==> config.mk <==
export PLATFORM = sky130hd
export DESIGN_NAME = serial_addsub
export DESIGN_NICKNAME = d
export VERILOG_FILES = /design/src/rtl/serial_addsub.sv
export SDC_FILE = /design/constraint.sdc
export NUM_CORES = 1
export LEC_CHECK = 0
export ABC_AREA = 1
export CORE_ASPECT_RATIO = 0.9
export CORE_MARGIN = 2
export CORE_UTILIZATION = 40
export DETAILED_ROUTE_END_ITERATION = 10
export PLACE_DENSITY = 0.62
export SLEW_MARGIN = 20
export SYNTH_ARGS = -nofsm -noshare
export SYNTH_HDL_FRONTEND = slang
export SYNTH_SLANG_ARGS = --single-unit
==> constraint.sdc <==
create_clock -name clk -period 1.4 [get_ports clk]
set_clock_uncertainty 0.2 [all_clocks]
set_input_delay 0.28 -clock clk [delete_from_list [all_inputs] [get_ports clk]]
set_output_delay 0.28 -clock clk [all_outputs]
set_load 0.02 [all_outputs]
==> src/rtl/serial_addsub.sv <==
// rtl/serial_addsub.sv - bit-serial adder/subtractor, one full-adder slice, LSB first
module serial_addsub #(
    parameter int WIDTH = 8
) (
    input  logic             clk,
    input  logic             rst,
    input  logic             start,
    input  logic             sub,
    input  logic [WIDTH-1:0] a,
    input  logic [WIDTH-1:0] b,
    input  logic             cin,
    output logic             busy,
    output logic             done,
    output logic [WIDTH-1:0] sum,
    output logic             cout,
    output logic             overflow
);

    localparam int CW = (WIDTH > 1) ? $clog2(WIDTH) : 1;

    typedef enum logic [1:0] {
        IDLE,
        RUN,
        DONE
    } state_t;

    state_t           state;
    logic [WIDTH-1:0] sh_a;
    logic [WIDTH-1:0] sh_b;
    logic [WIDTH-1:0] res;
    logic [WIDTH-1:0] res_next;
    logic             carry;
    logic             s;
    logic             c_next;
    logic [CW-1:0]    cnt;

    // The single full-adder slice; res_next drops the new bit in at the MSB
    // so that after WIDTH shifts the LSB-first stream lands in place.
    always_comb begin
        s        = sh_a[0] ^ sh_b[0] ^ carry;
        c_next   = (sh_a[0] & sh_b[0]) | (sh_a[0] & carry) | (sh_b[0] & carry);
        res_next = (res >> 1) | (WIDTH'(s) << (WIDTH - 1));
    end

    always_ff @(posedge clk) begin
        if (rst) begin
            state    <= IDLE;
            sh_a     <= '0;
            sh_b     <= '0;
            res      <= '0;
            carry    <= 1'b0;
            cnt      <= '0;
            busy     <= 1'b0;
            done     <= 1'b0;
            sum      <= '0;
            cout     <= 1'b0;
            overflow <= 1'b0;
        end else begin
            case (state)
                IDLE: begin
                    done <= 1'b0;
                    if (start) begin
                        // Subtraction is a + ~b + ~borrow, so invert b and cin here.
                        sh_a  <= a;
                        sh_b  <= sub ? ~b : b;
                        carry <= cin ^ sub;
                        cnt   <= '0;
                        busy  <= 1'b1;
                        state <= RUN;
                    end
                end
                RUN: begin
                    sh_a  <= sh_a >> 1;
                    sh_b  <= sh_b >> 1;
                    res   <= res_next;
                    carry <= c_next;
                    cnt   <= cnt + CW'(1);
                    if (cnt == CW'(WIDTH - 1)) begin
                        // carry here is the carry into the MSB, c_next the carry out.
                        sum      <= res_next;
                        cout     <= c_next;
                        overflow <= carry ^ c_next;
                        busy     <= 1'b0;
                        done     <= 1'b1;
                        state    <= DONE;
                    end
                end
                DONE: begin
                    done  <= 1'b0;
                    state <= IDLE;
                end
                default: begin
                    busy  <= 1'b0;
                    done  <= 1'b0;
                    state <= IDLE;
                end
            endcase
        end
    end

endmodule

==> results.cfg, run 1 <==
[min_path]
hold_path_depth = 2
hold_class = reg2reg
min_to = res[1]
min_from = res[1]

[drt]
wl_met3_microns = 135
ant_nets = 0
dr.pass1.iters = 4
post_drt_wl_per_cell_microns = 10.3
highest_layer = met4
drt_iter0_drc = 87
wl_met2_mm = 1.77
drc = 0
drt-met1-wl_mm = 1.95
finalWirelength_mm = 3.93
via_per_inst = 4.51
vias = 1724

[timing]
maxSlewHeadroom = 0.837
fin_ws_ns = 0.0129
finalHoldViolCount = 0
setup_viol = 0
fmax_mhz = 721
rsz0062_at_grt = yes
period_share = 0.991
drv_slew = 0
fin_crit_ns = 1.39
worstMarginPinSlew_ns = 0.244

[floorplan]
ios = 33
die_area_sq_mm = 0.00513
fp-row-count = 23
initial_core_util = 0.413
dieWidth_microns = 75.3
die_y_microns = 68.2
core_area_sq_mm = 0.00443

[cts]
cts_made_buffers = 5
clk_path_buf_depth = 2
cts_htree_levels = 2
cts_hold_buffers = 0
cts_num_sinks = 41
path_clk_slew_ns = 0.08
insertion_delay_ns = 0.29
root_buffer = clkbuf_8
cts_tree = done

[global_routing]
antenna_found_initial = 0
grt_pass1_vias = 1595
overflow = 0
grt_usage = 0.173
grt_pass1_wl_mm = 6.69
grt_max_degree = 16

[logic_synthesis]
synth_top_family_by_area = simple AND/OR/NAND/NOR gates
synth_compound_area_frac = 0.0738
ys_types = 25
synth-edff-count = 0
synthXorXnorAreaFrac = 0.00957
synth_fa_ha_area_frac = 0.0246
synth-simple-area-share = 0.351
synthFlopType = dfxtp_1
synth_top_area_cell = dfxtp_1
ys_seq_elements = 41
yosys_warnings = 0
yosysTopAreaCellShare = 0.448
synth-seq-area-share = 0.448
synth.net_count = 287
synthesis.area_sq_mm = 0.00183
synthCells = 263
synthMuxAreaShare = 0
ys_top_cells_by_area = dfxtp_1, nand2_1, nor2_1, nand3_1, inv_1
syn-mean-instance-area_sq_um = 6.96
synthArstFlopShare = 0

[cells_and_area]
regArea_sq_um = 823
diodes = 0
area_growth_pct = 36.6
finalNetCount = 344
final_util = 0.564
fillCellCount = 483
multi_input_area_sq_um = 880
drive_above_1_share = 0.197

[power_and_ir_drop]
power.density_mw_per_mm2 = 999
leakage_uw = 0.00123
ir_worst_vdd_v = 0.000398

[worst_setup_path]
worstReg2RegStart = cnt[0]
ff2ff_path_depth = 7
startpoint_type = flip-flop
worstSetupStartpoint = cnt[0]
end_kind = flip-flop
cp_max_fo = 10
cp.required_ns = 1.39
arrival_ns = 1.38
worstReg2RegEnd = sum[5]
reg2reg_slack_ns = 0.01
crit_type = reg2reg

[outcome]
status = finished clean

[job]
cap_violations = 0

[place]
post-place-ws_ns = -0.255
gp_routability_congestion = 0.777
dp_hpwl_mm = 2.81
portBuffers = 32
-- worst max-delay path, cell delays in order (launching register included) --
cell and delay, ns:
dfxtp_2 0.36, ha_4 0.14, ha_4 0.12, inv_2 0.05, nor2_4 0.17, inv_4 0.09, nor2_1 0.10, nor2_1 0.05
-- sequential cells by signal, indices dropped and copies added (netlist names), 2 cells and up --
| register | flops |
|---|---|
| sh_a | 8 |
| sum | 8 |
| sh_b | 8 |
| res | 7 |
| state | 2 |
| cnt | 3 |
-- worst max path at each step --
stage	to	slack (ns)	cells past startpoint
floorplan	overflow	0.01	7
global placement	sh_a[3]	-0.25	6
detailed placement	sh_a[3]	-0.25	6
CTS	busy	0.002	6
global route	sum[1]	-0.12	7
finish	sum[5]	0.01	7
-- report_power, final --
group,switching [uW],internal [uW]
Clock,396,518
Sequential,28.2,1210
Combinational,172,174
-- synth_stat cells (2+ instances only) --
| library cell | n |
|---|---|
| nand2_1 | 63 |
| nor2_1 | 55 |
| dfxtp_1 | 41 |
| inv_1 | 28 |
| nand3_1 | 26 |
| o21ai_0 | 12 |
| o22ai_1 | 6 |
| a21oi_1 | 4 |
| buf_2 | 4 |
| inv_2 | 3 |
| buf_4 | 2 |
| ha_1 | 2 |
| nand2_2 | 2 |
| nand2_4 | 2 |
| nor2_4 | 2 |
| o21ai_1 | 2 |
-- layout make-up --
type | instances | area share
multi-input cells | 182 | 0.352
flip-flops and latches | 41 | 0.329
repair buffers | 58 | 0.197
inverters | 32 | 0.0490
well taps | 62 | 0.0310
clock buffers | 5 | 0.0275
clock inverters | 2 | 0.0140
-- per-stage QoR --
stage	area (sq um)	hold WS (ns)	cells	setup TNS (ns)	power [uW]
after floorplan	1830	0.223	263	0	1450
after global placement	2360	0.246	370	-8.57	1590
after detailed placement	2360	0.245	370	-8.51	1600
after CTS	2540	0.257	379	0	2510
after global routing	2500	0.286	382	-1.24	2610
final	2500	0.258	382	0	2500
-- cells in the final DEF, fill, tap and decap left out, types with 2 or more instances in the layout --
cell type	count
nand2_4	2
nand3_1	26
ha_4	2
clkbuf_8	5
nor2_1	55
buf_4	23
o21ai_0	5
inv_2	3
o21ai_1	8
buf_12	2
nor2_4	3
inv_1	27
dfxtp_1	39
a21oi_1	3
nand2_2	2
nand2_1	63
o22ai_1	6
clkdlybuf4s50_1	19
dfxtp_2	2
buf_2	11
-- layer usage --
metal | GRT usage | vias to the layer above
li1 | - | 929
met1 | 0.220 | 761
met2 | 0.275 | 27
met3 | 0.0353 | 7
met4 | 0.0899 | 0
met5 | 0 | -
-- kinds of logic (layout without fill, tap and decap cells) --
family          Yosys count  in the layout
simple gates            152            152
flops                    41             41
buf+inv                  40             97
compound gates           25             25
fa+ha+maj                 3              3
xor+xnor                  2              2
-- what timing repair did --
item,CTS,global route
pin swaps,1,1
resized for setup,55,13
cloned,0,0
setup endpoints to repair,34,35
buffers inserted,2,3
No activity file was read; power rests on OpenSTA's default activity.
==> run 2: changes to the inputs <==
--- a/config.mk
+++ b/config.mk
@@ -8,9 +8,10 @@
 export ABC_AREA = 1
 export CORE_ASPECT_RATIO = 0.9
 export CORE_MARGIN = 2
-export CORE_UTILIZATION = 40
+export CORE_UTILIZATION = 46
+export CTS_CLUSTER_SIZE = 28
 export DETAILED_ROUTE_END_ITERATION = 10
-export PLACE_DENSITY = 0.62
+export PLACE_DENSITY = 0.7
 export SLEW_MARGIN = 20
 export SYNTH_ARGS = -nofsm -noshare
 export SYNTH_HDL_FRONTEND = slang
==> results.cfg, run 2 (synthesis results as in run 1) <==
[outcome]
status = finished clean

[floorplan]
core_area_sq_mm = 0.00376
initial_core_util = 0.487
die_y_microns = 63.8
die_area_sq_mm = 0.00450
ios = 33
fp-row-count = 21
dieWidth_microns = 70.5

[cts]
cts_hold_buffers = 0
cts_num_sinks = 41
cts_made_buffers = 5
cts_tree = done
root_buffer = clkbuf_8
clk_path_buf_depth = 2
cts_htree_levels = 2
path_clk_slew_ns = 0.07
insertion_delay_ns = 0.30

[place]
post_dp_cell_area_sq_mm = 0.00234
gp_routability_congestion = 0.818
dp_hpwl_mm = 2.89
portBuffers = 32
dp_cells = 356

[timing]
finalHoldViolCount = 0
fin_crit_ns = 1.38
drv_slew = 0
period_share = 0.987
worstMarginPinSlew_ns = 0.267
maxSlewHeadroom = 0.822
setup_viol = 0
rsz0062_at_grt = yes
fmax_mhz = 724

[worst_setup_path]
ff2ff_path_depth = 7
worstReg2RegEnd = sum[0]
reg2reg_slack_ns = 0.02
crit_type = reg2reg
cp.required_ns = 1.40
cp_max_fo = 10
slowest_stage = dfxtp_2
startpoint_type = flip-flop
cpPeakStageDelay_ns = 0.36
end_kind = flip-flop
worstReg2RegStart = cnt[0]
worstPathCellList = ha_4 -> ha_4 -> inv_4 -> nor2_4 -> inv_4 -> nor2_1 -> nor2_1
arrival_ns = 1.38

[power_and_ir_drop]
power.total_uw = 2560
power.density_mw_per_mm2 = 1030
ir_worst_vdd_v = 0.000446
leakage_uw = 0.00121

[cells_and_area]
finalInstanceArea_sq_mm = 0.00249
final_cells = 365
top_regs = sh_a (8), sh_b (8), sum (8)
final_util = 0.662
diodes = 0
finalNetCount = 342
layout_common_cells = nand2_1, nor2_1, dfxtp_1
final_common_cell = nand2_1
drive_above_1_share = 0.207
area_growth_pct = 35.9

[global_routing]
grt_pass1_wl_mm = 6.86
met1_usage = 0.238
busiest_layer = met2
met3_usage = 0.0473
grt_max_degree = 17
grt_usage = 0.193
grt_use_met2 = 0.327
grt_pass1_vias = 1565
antenna_found_initial = 0
overflow = 0

[min_path]
min_to = res[1]
min_from = res[1]
hold_class = reg2reg
hold_path_depth = 2

[drt]
finalWirelength_mm = 4.06
vias = 1734
via_per_inst = 4.75
post_drt_wl_per_cell_microns = 11.1
drt_iter0_drc = 69
drc = 0
dr.pass1.iters = 6
ant_nets = 0

[job]
cap_violations = 0
==> run 2: worst max path at each step <==
stage                 from  endpoint  slack (ns)  depth (start not counted)
finish              cnt[0]    sum[0]        0.02                          7
global route        cnt[0]    sum[4]       -0.09                          7
CTS                 cnt[0]    sum[0]       -0.04                          7
detailed placement   start   sh_a[6]       -0.35                          6
global placement     start   sh_a[5]       -0.28                          6
floorplan           cnt[0]  overflow        0.01                          7
==> run 2: layer usage <==
metal	wire, microns	share of wire
met5	0	0
met4	63	0.016
met3	164	0.040
met2	1890	0.47
met1	1940	0.48
==> run 2: where the power goes <==
group / switching (uW) / internal [uW] / leakage, uW / total [uW]
Combinational: 172 / 164 / 0.000821 / 336
Clock: 405 / 581 / 0.0000585 / 986
Sequential: 29.0 / 1210 / 0.000335 / 1240
Total: 606 / 1950 / 0.00121 / 2560
==> run 2: per-stage QoR <==
step | TNS, ns | worst slack, ns | hold WS (ns)
final | 0 | 0.0188 | 0.270
after global placement | -7.74 | -0.276 | 0.252
after global routing | -0.615 | -0.0871 | 0.296
after floorplan | 0 | 0.0128 | 0.223
after detailed placement | -8.55 | -0.346 | 0.259
after CTS | -0.387 | -0.0447 | 0.268
==> run 2: final cells by class <==
class                      instances  area [sq um]
sequential                        41           825
fill                             348          1270
tap                               46          57.6
clock inverter                     1          30.0
multi-input combinational        182           892
inverter                          32           125
timing repair buffer              56           472
clock buffer                       7          86.3
==> run 2: worst max-delay path, delay by kind of cell, from the launching register on <==
| family | cells | cell delay (ns) |
|---|---|---|
| flip-flops | 1 | 0.36 |
| AND/OR/NAND/NOR | 3 | 0.32 |
| adder cells (fa/ha/maj) | 2 | 0.28 |
| buffers and inverters | 2 | 0.13 |
==> run 2: repair_timing <==
action,in CTS,in global routing
buffers inserted,0,1
gates cloned,0,0
endpoints found under the setup margin,29,28
pin swaps,1,1
gates resized for setup,54,22
==> run 3: changes to the inputs <==
--- a/config.mk
+++ b/config.mk
@@ -6,6 +6,7 @@
 export NUM_CORES = 1
 export LEC_CHECK = 0
 export ABC_AREA = 1
+export CAP_MARGIN = 25
 export CORE_ASPECT_RATIO = 0.9
 export CORE_MARGIN = 2
 export CORE_UTILIZATION = 46
==> results of run 3 <==
Same layout as run 2: the final DEF is identical, and so are final timing and power.
